--- src/rtl/csr_pkg.sv ---
// Shared constants for the machine-mode CSR file: addresses, op encodings,
// interrupt codes, mstatus/mie bit positions and writable masks.
package csr_pkg;

    localparam logic [11:0] ADDR_MSTATUS   = 12'h300;
    localparam logic [11:0] ADDR_MISA      = 12'h301;
    localparam logic [11:0] ADDR_MIE       = 12'h304;
    localparam logic [11:0] ADDR_MTVEC     = 12'h305;
    localparam logic [11:0] ADDR_MSCRATCH  = 12'h340;
    localparam logic [11:0] ADDR_MEPC      = 12'h341;
    localparam logic [11:0] ADDR_MCAUSE    = 12'h342;
    localparam logic [11:0] ADDR_MTVAL     = 12'h343;
    localparam logic [11:0] ADDR_MIP       = 12'h344;
    localparam logic [11:0] ADDR_MHARTID   = 12'hF14;
    localparam logic [11:0] ADDR_MCYCLE    = 12'hB00;
    localparam logic [11:0] ADDR_MCYCLEH   = 12'hB80;
    localparam logic [11:0] ADDR_MINSTRET  = 12'hB02;
    localparam logic [11:0] ADDR_MINSTRETH = 12'hB82;

    typedef enum logic [1:0] {
        CSR_OP_NONE = 2'b00,
        CSR_OP_RW   = 2'b01,
        CSR_OP_RS   = 2'b10,
        CSR_OP_RC   = 2'b11
    } csr_op_e;

    // Bit positions of the one-hot select produced by the index decoder.
    localparam int SEL_MSTATUS   = 0;
    localparam int SEL_MISA      = 1;
    localparam int SEL_MIE       = 2;
    localparam int SEL_MTVEC     = 3;
    localparam int SEL_MSCRATCH  = 4;
    localparam int SEL_MEPC      = 5;
    localparam int SEL_MCAUSE    = 6;
    localparam int SEL_MTVAL     = 7;
    localparam int SEL_MIP       = 8;
    localparam int SEL_MHARTID   = 9;
    localparam int SEL_MCYCLE    = 10;
    localparam int SEL_MCYCLEH   = 11;
    localparam int SEL_MINSTRET  = 12;
    localparam int SEL_MINSTRETH = 13;
    localparam int NUM_SEL       = 14;

    localparam logic [30:0] IRQ_CODE_SW    = 31'd3;
    localparam logic [30:0] IRQ_CODE_TIMER = 31'd7;
    localparam logic [30:0] IRQ_CODE_EXT   = 31'd11;

    localparam int MSTATUS_MIE    = 3;
    localparam int MSTATUS_MPIE   = 7;
    localparam int MSTATUS_MPP_LO = 11;
    localparam int MSTATUS_MPP_HI = 12;

    localparam int MIE_MSIE = 3;
    localparam int MIE_MTIE = 7;
    localparam int MIE_MEIE = 11;

    localparam logic [31:0] MIE_WMASK        = 32'h0000_0888;
    localparam logic [31:0] MEPC_WMASK       = 32'hFFFF_FFFC;
    localparam logic [31:0] MTVEC_WMASK_VEC  = 32'hFFFF_FFFD;
    localparam logic [31:0] MTVEC_WMASK_BASE = 32'hFFFF_FFFC;

endpackage

--- src/rtl/csr_index_decoder.sv ---
// Maps a 12-bit CSR address onto a one-hot register select.
// Counter addresses decode only when CSR_COUNTERS_EN is defined.
module csr_index_decoder
    import csr_pkg::*;
(
    input  logic [11:0]        addr_i,
    output logic [NUM_SEL-1:0] sel_o,
    output logic               valid_o,
    output logic               readOnly_o
);

    always_comb begin
        sel_o      = '0;
        readOnly_o = 1'b0;
        case (addr_i)
            ADDR_MSTATUS:  sel_o[SEL_MSTATUS]  = 1'b1;
            ADDR_MISA:     sel_o[SEL_MISA]     = 1'b1;
            ADDR_MIE:      sel_o[SEL_MIE]      = 1'b1;
            ADDR_MTVEC:    sel_o[SEL_MTVEC]    = 1'b1;
            ADDR_MSCRATCH: sel_o[SEL_MSCRATCH] = 1'b1;
            ADDR_MEPC:     sel_o[SEL_MEPC]     = 1'b1;
            ADDR_MCAUSE:   sel_o[SEL_MCAUSE]   = 1'b1;
            ADDR_MTVAL:    sel_o[SEL_MTVAL]    = 1'b1;
            ADDR_MIP:      sel_o[SEL_MIP]      = 1'b1;
            ADDR_MHARTID: begin
                sel_o[SEL_MHARTID] = 1'b1;
                readOnly_o         = 1'b1;
            end
`ifdef CSR_COUNTERS_EN
            ADDR_MCYCLE:    sel_o[SEL_MCYCLE]    = 1'b1;
            ADDR_MCYCLEH:   sel_o[SEL_MCYCLEH]   = 1'b1;
            ADDR_MINSTRET:  sel_o[SEL_MINSTRET]  = 1'b1;
            ADDR_MINSTRETH: sel_o[SEL_MINSTRETH] = 1'b1;
`endif
            default: ;
        endcase
        valid_o = |sel_o;
    end

endmodule

--- src/rtl/csr_file.sv ---
// Machine-mode CSR file: CSR read/modify/write, trap entry, mret and interrupt
// request generation. Define CSR_COUNTERS_EN to add mcycle/minstret.
module csr_file
    import csr_pkg::*;
#(
    parameter int              XLEN        = 32,
    parameter logic [XLEN-1:0] MTVEC_RESET = 32'h0000_0000,
    parameter logic [XLEN-1:0] MISA_VALUE  = 32'h4000_0100,
    parameter bit              VECTORED    = 1'b1
) (
    input  logic            clk,
    input  logic            rst_n,
    input  logic [11:0]     csr_addr,
    input  logic [1:0]      csr_op,
    input  logic [XLEN-1:0] csr_wdata,
    output logic [XLEN-1:0] csr_rdata,
    output logic            csr_illegal,
    input  logic            trap_valid,
    input  logic [XLEN-1:0] trap_cause,
    input  logic [XLEN-1:0] trap_pc,
    input  logic [XLEN-1:0] trap_tval,
    input  logic            mret,
    input  logic            instr_retired,
    input  logic            irq_ext,
    input  logic            irq_timer,
    input  logic            irq_sw,
    output logic            irq_pending,
    output logic [XLEN-1:0] irq_cause,
    output logic [XLEN-1:0] trap_target,
    output logic [XLEN-1:0] epc_out
);

    localparam logic [XLEN-1:0] MTVEC_WMASK = VECTORED ? MTVEC_WMASK_VEC : MTVEC_WMASK_BASE;

    logic [NUM_SEL-1:0] sel;
    logic               addrValid;
    logic               addrReadOnly;
    csr_op_e            op;
    logic               writeReq;
    logic               doWrite;
    logic [XLEN-1:0]    oldValue;
    logic [XLEN-1:0]    writeValue;
    logic [XLEN-1:0]    mstatusRd;
    logic [XLEN-1:0]    mipRd;
    logic [XLEN-1:0]    mtvecRd;
    logic [XLEN-1:0]    mtvecBase;
    logic [2:0]         pendingSet;

    logic            mstatusMie_q, mstatusMie_d;
    logic            mstatusMpie_q, mstatusMpie_d;
    logic [XLEN-1:0] mieReg_q, mieReg_d;
    logic [XLEN-1:0] mtvec_q, mtvec_d;
    logic [XLEN-1:0] mscratch_q, mscratch_d;
    logic [XLEN-1:0] mepc_q, mepc_d;
    logic [XLEN-1:0] mcause_q, mcause_d;
    logic [XLEN-1:0] mtval_q, mtval_d;
    logic [2:0]      mip_q, mip_d;
    logic            irqPending_q, irqPending_d;
    logic [XLEN-1:0] irqCause_q, irqCause_d;

    csr_index_decoder u_decoder (
        .addr_i     (csr_addr),
        .sel_o      (sel),
        .valid_o    (addrValid),
        .readOnly_o (addrReadOnly)
    );

    // RS/RC with a zero operand is a pure read, so it never counts as a write.
    assign op          = csr_op_e'(csr_op);
    assign writeReq    = (op == CSR_OP_RW) ||
                         (((op == CSR_OP_RS) || (op == CSR_OP_RC)) && (csr_wdata != '0));
    assign csr_illegal = (op != CSR_OP_NONE) && (!addrValid || (addrReadOnly && writeReq));
    assign doWrite     = writeReq && !csr_illegal && !trap_valid && !mret;

    always_comb begin
        mstatusRd                               = '0;
        mstatusRd[MSTATUS_MPP_HI:MSTATUS_MPP_LO] = 2'b11;
        mstatusRd[MSTATUS_MPIE]                 = mstatusMpie_q;
        mstatusRd[MSTATUS_MIE]                  = mstatusMie_q;
        mipRd                                   = '0;
        mipRd[MIE_MEIE]                         = mip_q[2];
        mipRd[MIE_MTIE]                         = mip_q[1];
        mipRd[MIE_MSIE]                         = mip_q[0];
    end

    assign mtvecRd = mtvec_q & MTVEC_WMASK;

`ifdef CSR_COUNTERS_EN
    logic [63:0] mcycle_q, mcycle_d;
    logic [63:0] minstret_q, minstret_d;

    // A write to either half replaces the whole counter's increment that cycle.
    always_comb begin
        mcycle_d   = mcycle_q + 64'd1;
        minstret_d = minstret_q + {63'd0, instr_retired};
        if (doWrite && sel[SEL_MCYCLE])    mcycle_d   = {mcycle_q[63:32], writeValue};
        if (doWrite && sel[SEL_MCYCLEH])   mcycle_d   = {writeValue, mcycle_q[31:0]};
        if (doWrite && sel[SEL_MINSTRET])  minstret_d = {minstret_q[63:32], writeValue};
        if (doWrite && sel[SEL_MINSTRETH]) minstret_d = {writeValue, minstret_q[31:0]};
    end

    always_ff @(posedge clk or negedge rst_n) begin
        if (!rst_n) begin
            mcycle_q   <= '0;
            minstret_q <= '0;
        end else begin
            mcycle_q   <= mcycle_d;
            minstret_q <= minstret_d;
        end
    end
`else
    logic unusedCounterInputs;
    assign unusedCounterInputs = ^{instr_retired, sel[SEL_MINSTRETH:SEL_MCYCLE]};
`endif

    always_comb begin
        oldValue = '0;
        if (sel[SEL_MSTATUS])  oldValue = mstatusRd;
        if (sel[SEL_MISA])     oldValue = MISA_VALUE;
        if (sel[SEL_MIE])      oldValue = mieReg_q;
        if (sel[SEL_MTVEC])    oldValue = mtvecRd;
        if (sel[SEL_MSCRATCH]) oldValue = mscratch_q;
        if (sel[SEL_MEPC])     oldValue = mepc_q;
        if (sel[SEL_MCAUSE])   oldValue = mcause_q;
        if (sel[SEL_MTVAL])    oldValue = mtval_q;
        if (sel[SEL_MIP])      oldValue = mipRd;
`ifdef CSR_COUNTERS_EN
        if (sel[SEL_MCYCLE])    oldValue = mcycle_q[31:0];
        if (sel[SEL_MCYCLEH])   oldValue = mcycle_q[63:32];
        if (sel[SEL_MINSTRET])  oldValue = minstret_q[31:0];
        if (sel[SEL_MINSTRETH]) oldValue = minstret_q[63:32];
`endif
    end

    assign csr_rdata = addrValid ? oldValue : '0;

    always_comb begin
        case (op)
            CSR_OP_RW: writeValue = csr_wdata;
            CSR_OP_RS: writeValue = oldValue | csr_wdata;
            CSR_OP_RC: writeValue = oldValue & ~csr_wdata;
            default:   writeValue = oldValue;
        endcase
    end

    // Trap entry beats mret beats a CSR write; the loser is dropped completely.
    always_comb begin
        mstatusMie_d  = mstatusMie_q;
        mstatusMpie_d = mstatusMpie_q;
        mieReg_d      = mieReg_q;
        mtvec_d       = mtvec_q;
        mscratch_d    = mscratch_q;
        mepc_d        = mepc_q;
        mcause_d      = mcause_q;
        mtval_d       = mtval_q;
        if (trap_valid) begin
            mepc_d        = trap_pc & MEPC_WMASK;
            mcause_d      = trap_cause;
            mtval_d       = trap_tval;
            mstatusMpie_d = mstatusMie_q;
            mstatusMie_d  = 1'b0;
        end else if (mret) begin
            mstatusMie_d  = mstatusMpie_q;
            mstatusMpie_d = 1'b1;
        end else if (doWrite) begin
            if (sel[SEL_MSTATUS]) begin
                mstatusMie_d  = writeValue[MSTATUS_MIE];
                mstatusMpie_d = writeValue[MSTATUS_MPIE];
            end
            if (sel[SEL_MIE])      mieReg_d   = writeValue & MIE_WMASK;
            if (sel[SEL_MTVEC])    mtvec_d    = writeValue & MTVEC_WMASK;
            if (sel[SEL_MSCRATCH]) mscratch_d = writeValue;
            if (sel[SEL_MEPC])     mepc_d     = writeValue & MEPC_WMASK;
            if (sel[SEL_MCAUSE])   mcause_d   = writeValue;
            if (sel[SEL_MTVAL])    mtval_d    = writeValue;
        end
    end

    // Priority among pending lines is external, then software, then timer.
    always_comb begin
        mip_d        = {irq_ext, irq_timer, irq_sw};
        pendingSet   = mip_q & {mieReg_q[MIE_MEIE], mieReg_q[MIE_MTIE], mieReg_q[MIE_MSIE]};
        irqPending_d = mstatusMie_q && (pendingSet != 3'b000);
        irqCause_d   = '0;
        if (irqPending_d) begin
            if (pendingSet[2])      irqCause_d = {1'b1, IRQ_CODE_EXT};
            else if (pendingSet[0]) irqCause_d = {1'b1, IRQ_CODE_SW};
            else                    irqCause_d = {1'b1, IRQ_CODE_TIMER};
        end
    end

    always_ff @(posedge clk or negedge rst_n) begin
        if (!rst_n) begin
            mstatusMie_q  <= 1'b0;
            mstatusMpie_q <= 1'b0;
            mieReg_q      <= '0;
            mtvec_q       <= MTVEC_RESET;
            mscratch_q    <= '0;
            mepc_q        <= '0;
            mcause_q      <= '0;
            mtval_q       <= '0;
            mip_q         <= '0;
            irqPending_q  <= 1'b0;
            irqCause_q    <= '0;
        end else begin
            mstatusMie_q  <= mstatusMie_d;
            mstatusMpie_q <= mstatusMpie_d;
            mieReg_q      <= mieReg_d;
            mtvec_q       <= mtvec_d;
            mscratch_q    <= mscratch_d;
            mepc_q        <= mepc_d;
            mcause_q      <= mcause_d;
            mtval_q       <= mtval_d;
            mip_q         <= mip_d;
            irqPending_q  <= irqPending_d;
            irqCause_q    <= irqCause_d;
        end
    end

    assign mtvecBase   = {mtvecRd[XLEN-1:2], 2'b00};
    assign trap_target = (mtvecRd[0] && trap_cause[XLEN-1])
                       ? mtvecBase + {trap_cause[XLEN-3:0], 2'b00}
                       : mtvecBase;
    assign epc_out     = mepc_q;
    assign irq_pending = irqPending_q;
    assign irq_cause   = irqCause_q;

endmodule

--- config.mk ---
export PLATFORM = sky130hd
export DESIGN_NAME = csr_file
export DESIGN_NICKNAME = d
export VERILOG_FILES = /design/src/rtl/csr_pkg.sv /design/src/rtl/csr_index_decoder.sv /design/src/rtl/csr_file.sv
export SDC_FILE = /design/constraint.sdc
export NUM_CORES = 1
export LEC_CHECK = 0
export CAP_MARGIN = 20
export CORE_AREA = 2 2 228 208
export CTS_BUF_LIST = sky130_fd_sc_hd__clkbuf_8
export DETAILED_ROUTE_END_ITERATION = 8
export DIE_AREA = 0 0 230 210
export GPL_TIMING_DRIVEN = 0
export PLACE_DENSITY_LB_ADDON = 0.3
export REMOVE_ABC_BUFFERS = 1
export SYNTH_ARGS = -nofsm -noshare
export SYNTH_HDL_FRONTEND = slang
export SYNTH_SLANG_ARGS = --single-unit
--- constraint.sdc ---
create_clock -name clk -period 7.1 [get_ports clk]
set_input_delay 0.71 -clock clk [delete_from_list [all_inputs] [get_ports clk]]
set_output_delay 0.71 -clock clk [all_outputs]
set_load 0.02 [all_outputs]
==> key figures <==
Yosys
  – Netlist Area Pre-Place: roughly 11,000 µm²
  – Number of synthesized flops with an enable pin: 0
  – Synthesized instance count: roughly 1,300
  – Yosys cell types: between 70 and 80
  – Synthesized area per cell: roughly 8.6 µm²
  – Register area share after synthesis: between 30% and 40%
  – Yosys warns: 0
  – Top_reg_cell synth: dfrtp_1
  – Async set or reset register ratio after synthesis: 100.0%
  – Yosys reg bits: between 150 and 200

Clock network
  – Total CTS buffers: 17
  – Reg clk slew, reported paths: approximately 90 ps
  – Root buf cell: clkbuf_8
  – Clk Latency, worst-skew pair: ~520 ps
  – Hold-fix buffers, CTS: 0
  – CTS tree: built
  – H-tree depth: 4
  – Clk buf depth: 2
  – Clock sink total: approximately 170
  – Post-CTS Resized: 0
  – Post-CTS setup buffers: 0

Final layout
  – Area of the multi-input gates: between 6000 and 7000 µm²
  – # fillers: between 4,000 and 5,000
  – Reg area: 4204 µm²
  – Layout Cells excl Fill: about 2,100
  – Antenna cells: 0
  – Final Net Count: between 1,500 and 2,000
  – Layout cells sized above 1: roughly 8.4%
  – Area Overhead vs Synth: 32.14%

Critical path
  – Worst R2R Start: mtvec_q[8]
  – Critical path peak fanout: 4
  – Setup CP Type: in2out
  – Crit. End Element: output port
  – Startpoint types: input port
  – CP max stage delay: approximately 650 ps
  – Critical Path AT: just under 5000 ps
  – RR Endpoint: mtval_q[8]
  – Critical path required time: around 6400 ps
  – CP cell instances: clkdlybuf4s50_1, ha_1, a211oi_1, o21ai_0, o211ai_1, a31oi_1, a41oi_1, a21oi_1, a31oi_1, mux2i_1, xnor2_1, clkdlybuf4s50_1
  – Buf/Inv on CP: 2
  – R2R Setup Slk: between 4000 and 5000 ps
  – R2R depth: 8
  – Crit-path leading delay family: compound AO/OA/AOI/OAI gates
  – CP max-delay cell: clkdlybuf4s50_1

Pwr
  – P_leak: 6.732 nW
  – Cell Pwr Density: 154.1 nW/µm²
  – Overall power: about 2.3 mW
  – Peak VDD IR: a little over 0.00009 V

Drt
  – Via count: 10,840
  – Total wire length: 45,840 µm
  – Post-route ant nets: 0
  – # DRC: 0
  – Starting DRT DRC Count: slightly above 1,000
  – TritonRoute pass-1 iters: 5
  – Avg WL per Cell: approximately 21 µm
  – Via density per instance: around 5.1

STA
  – Clk_skew: approximately 17 ps
  – Post-route setup TNS: 0 ps
  – Final hold vios: 0
  – Final worst path period need: roughly 5600 ps
  – Period utilization: between 70% and 80%
  – Worst hold slack: approximately 160 ps
  – Final setup viols: 0
  – Slew Limit Headroom: 24.88%
  – Peak Freq: between 150 and 200 MHz
  – Final Max Tran Viols: 0
  – Worst Max-Slew Pin Slew: 1123 ps
  – RSZ-0062 raised after global routing: no

GRT
  – Vias in the first global route: ~11,000
  – Total overflow reported by the global router: 0
  – Gr usage total: 18.99%
  – Largest net degree at the start of global routing: 102
  – Initial antenna violation count: 0
  – First-pass GRT wire length: around 69,000 µm

Placement
  – HPWL after DPL: between 30,000 and 40,000 µm
  – Number of I/O port buffers: 245
  – Routability cong.: between 0.8 and 0.9
  – Dpl cells: about 2,100

Floorplan
  – Die area: between 40,000 and 50,000 µm²
  – Die height: roughly 210 µm
  – Initial Util: 24.75%
  – Total core area: 45,980 µm²
  – Die span in x: between 200 and 250 µm
  – Rows: 75
  – Top-Level Pins: 280

Worst hold path
  – Worst Hold Class: in2async

Flow run
  – Max Cap Viol: 0

Outcome
  – Status: completed
[synthesized netlist by cell type (28+ instances only)]
| library cell | n | area (µm²) |
|---|---|---|
| clkbuf_1 | 68 | 255.2 |
| nand2_1 | 206 | 773.2 |
| xnor2_1 | 34 | 297.8 |
| buf_4 | 34 | 255.2 |
| o21ai_0 | 141 | 705.7 |
| a21oi_1 | 83 | 415.4 |
| mux2i_1 | 66 | 660.6 |
| o21ai_1 | 29 | 145.1 |
| inv_1 | 28 | 105.1 |
| dfrtp_1 | 168 | 4204 |
| ha_1 | 29 | 362.9 |
| mux2_2 | 46 | 518.0 |
| nor2_1 | 68 | 255.2 |
[flip-flops by register name, indices dropped and copies added (netlist names)]
register       flops
mstatusMie_q       1
mtvec_q           31
mstatusMpie_q      1
irq_cause          3
mcause_q          32
epc_out           30
mscratch_q        32
mip_q              3
mtval_q           32
mieReg_q           3
[layer usage]
layer	track usage (%)	share of wire, %	routed length, µm
met1	26.10	46	21090
met3	4.843	6.9	3180
met4	5.339	2.0	931
met2	29.47	45	20640
met5	0	0	0
[how the worst max path moves through the flow]
stage	slack, ps	cells past startpoint	to	from
after floorplan	1540	7	mtval_q[0]	csr_addr[11]
after global placement	-2780	7	mtval_q[19]	csr_addr[2]
after detailed placement	1480	12	trap_target[31]	trap_cause[1]
after CTS	1440	12	trap_target[31]	trap_cause[1]
after global routing	1300	12	trap_target[31]	trap_cause[1]
final	1550	12	trap_target[31]	trap_cause[1]
[stage by stage]
stage                     area [µm²]  setup slack, ps  util (%)
after floorplan                10860             1542         -
final                          15040             1546     32.70
after CTS                      15040             1436     32.70
after global routing           15040             1296     32.70
after global placement         14080            -2780     30.62
after detailed placement       14570             1480     31.69
[worst register-to-register path: stages (launching register included)]
cell       delay, ps
dfrtp_1          470
inv_1             90
a2111oi_0        420
a211oi_1          80
o21ai_0          410
a21oi_1          130
o22ai_1          380
mux2i_1          130
o21ai_0          180
[cell usage in the layout (no fill, tap or decap), drive strengths merged, types with 9 or more instances in the layout]
cell type and instances:
a221oi 21, a21oi 84, clkdlybuf4s50 241, o21ai 170, a211oi 10, conb 31, nor4 13, nor2b 15
o221ai 17, xor2 10, nor2 68, xnor2 34, a21o 15, nand2b 11, nand3 13, and3 9
mux2i 66, nor3 9, a22oi 19, a221o 15, inv 29, a222oi 11, nand2 206, clkbuf 17
buf 25, mux2 46, dfrtp 168, ha 29
[cells by family (layout without fill, tap and decap cells)]
| kind of cell | Yosys count | in the layout | synth area share, % |
|---|---|---|---|
| adder cells (fa/ha/maj) | 30 | 30 | 3.364 |
| flip-flops | 168 | 168 | 36.94 |
| XOR/XNOR | 44 | 44 | 3.386 |
| AO/OA/AOI/OAI | 429 | 429 | 24.18 |
| multiplexers | 112 | 112 | 10.36 |
| AND/OR/NAND/NOR | 381 | 381 | 15.22 |
| buffers and inverters | 153 | 322 | 6.530 |
| other | 1 | 31 | 0.03295 |
[where the power goes]
| group | internal (mW) | switching, mW |
|---|---|---|
| Clock | 0.479 | 0.396 |
| Sequential | 1.01 | 0.0355 |
| Combinational | 0.180 | 0.223 |
| Total | 1.66 | 0.654 |
[cell type report]
class                           count  area share [%]
Inverter                           28          0.6989
Tap cell                          616           5.125
Multi-Input combinational cell   1027           44.05
Clock buffer                       17           1.556
Sequential cell                   168           27.96
Timing Repair Buffer              266           19.08
Clock inverter                     11           1.539
No activity file was read; power rests on OpenSTA's default activity.
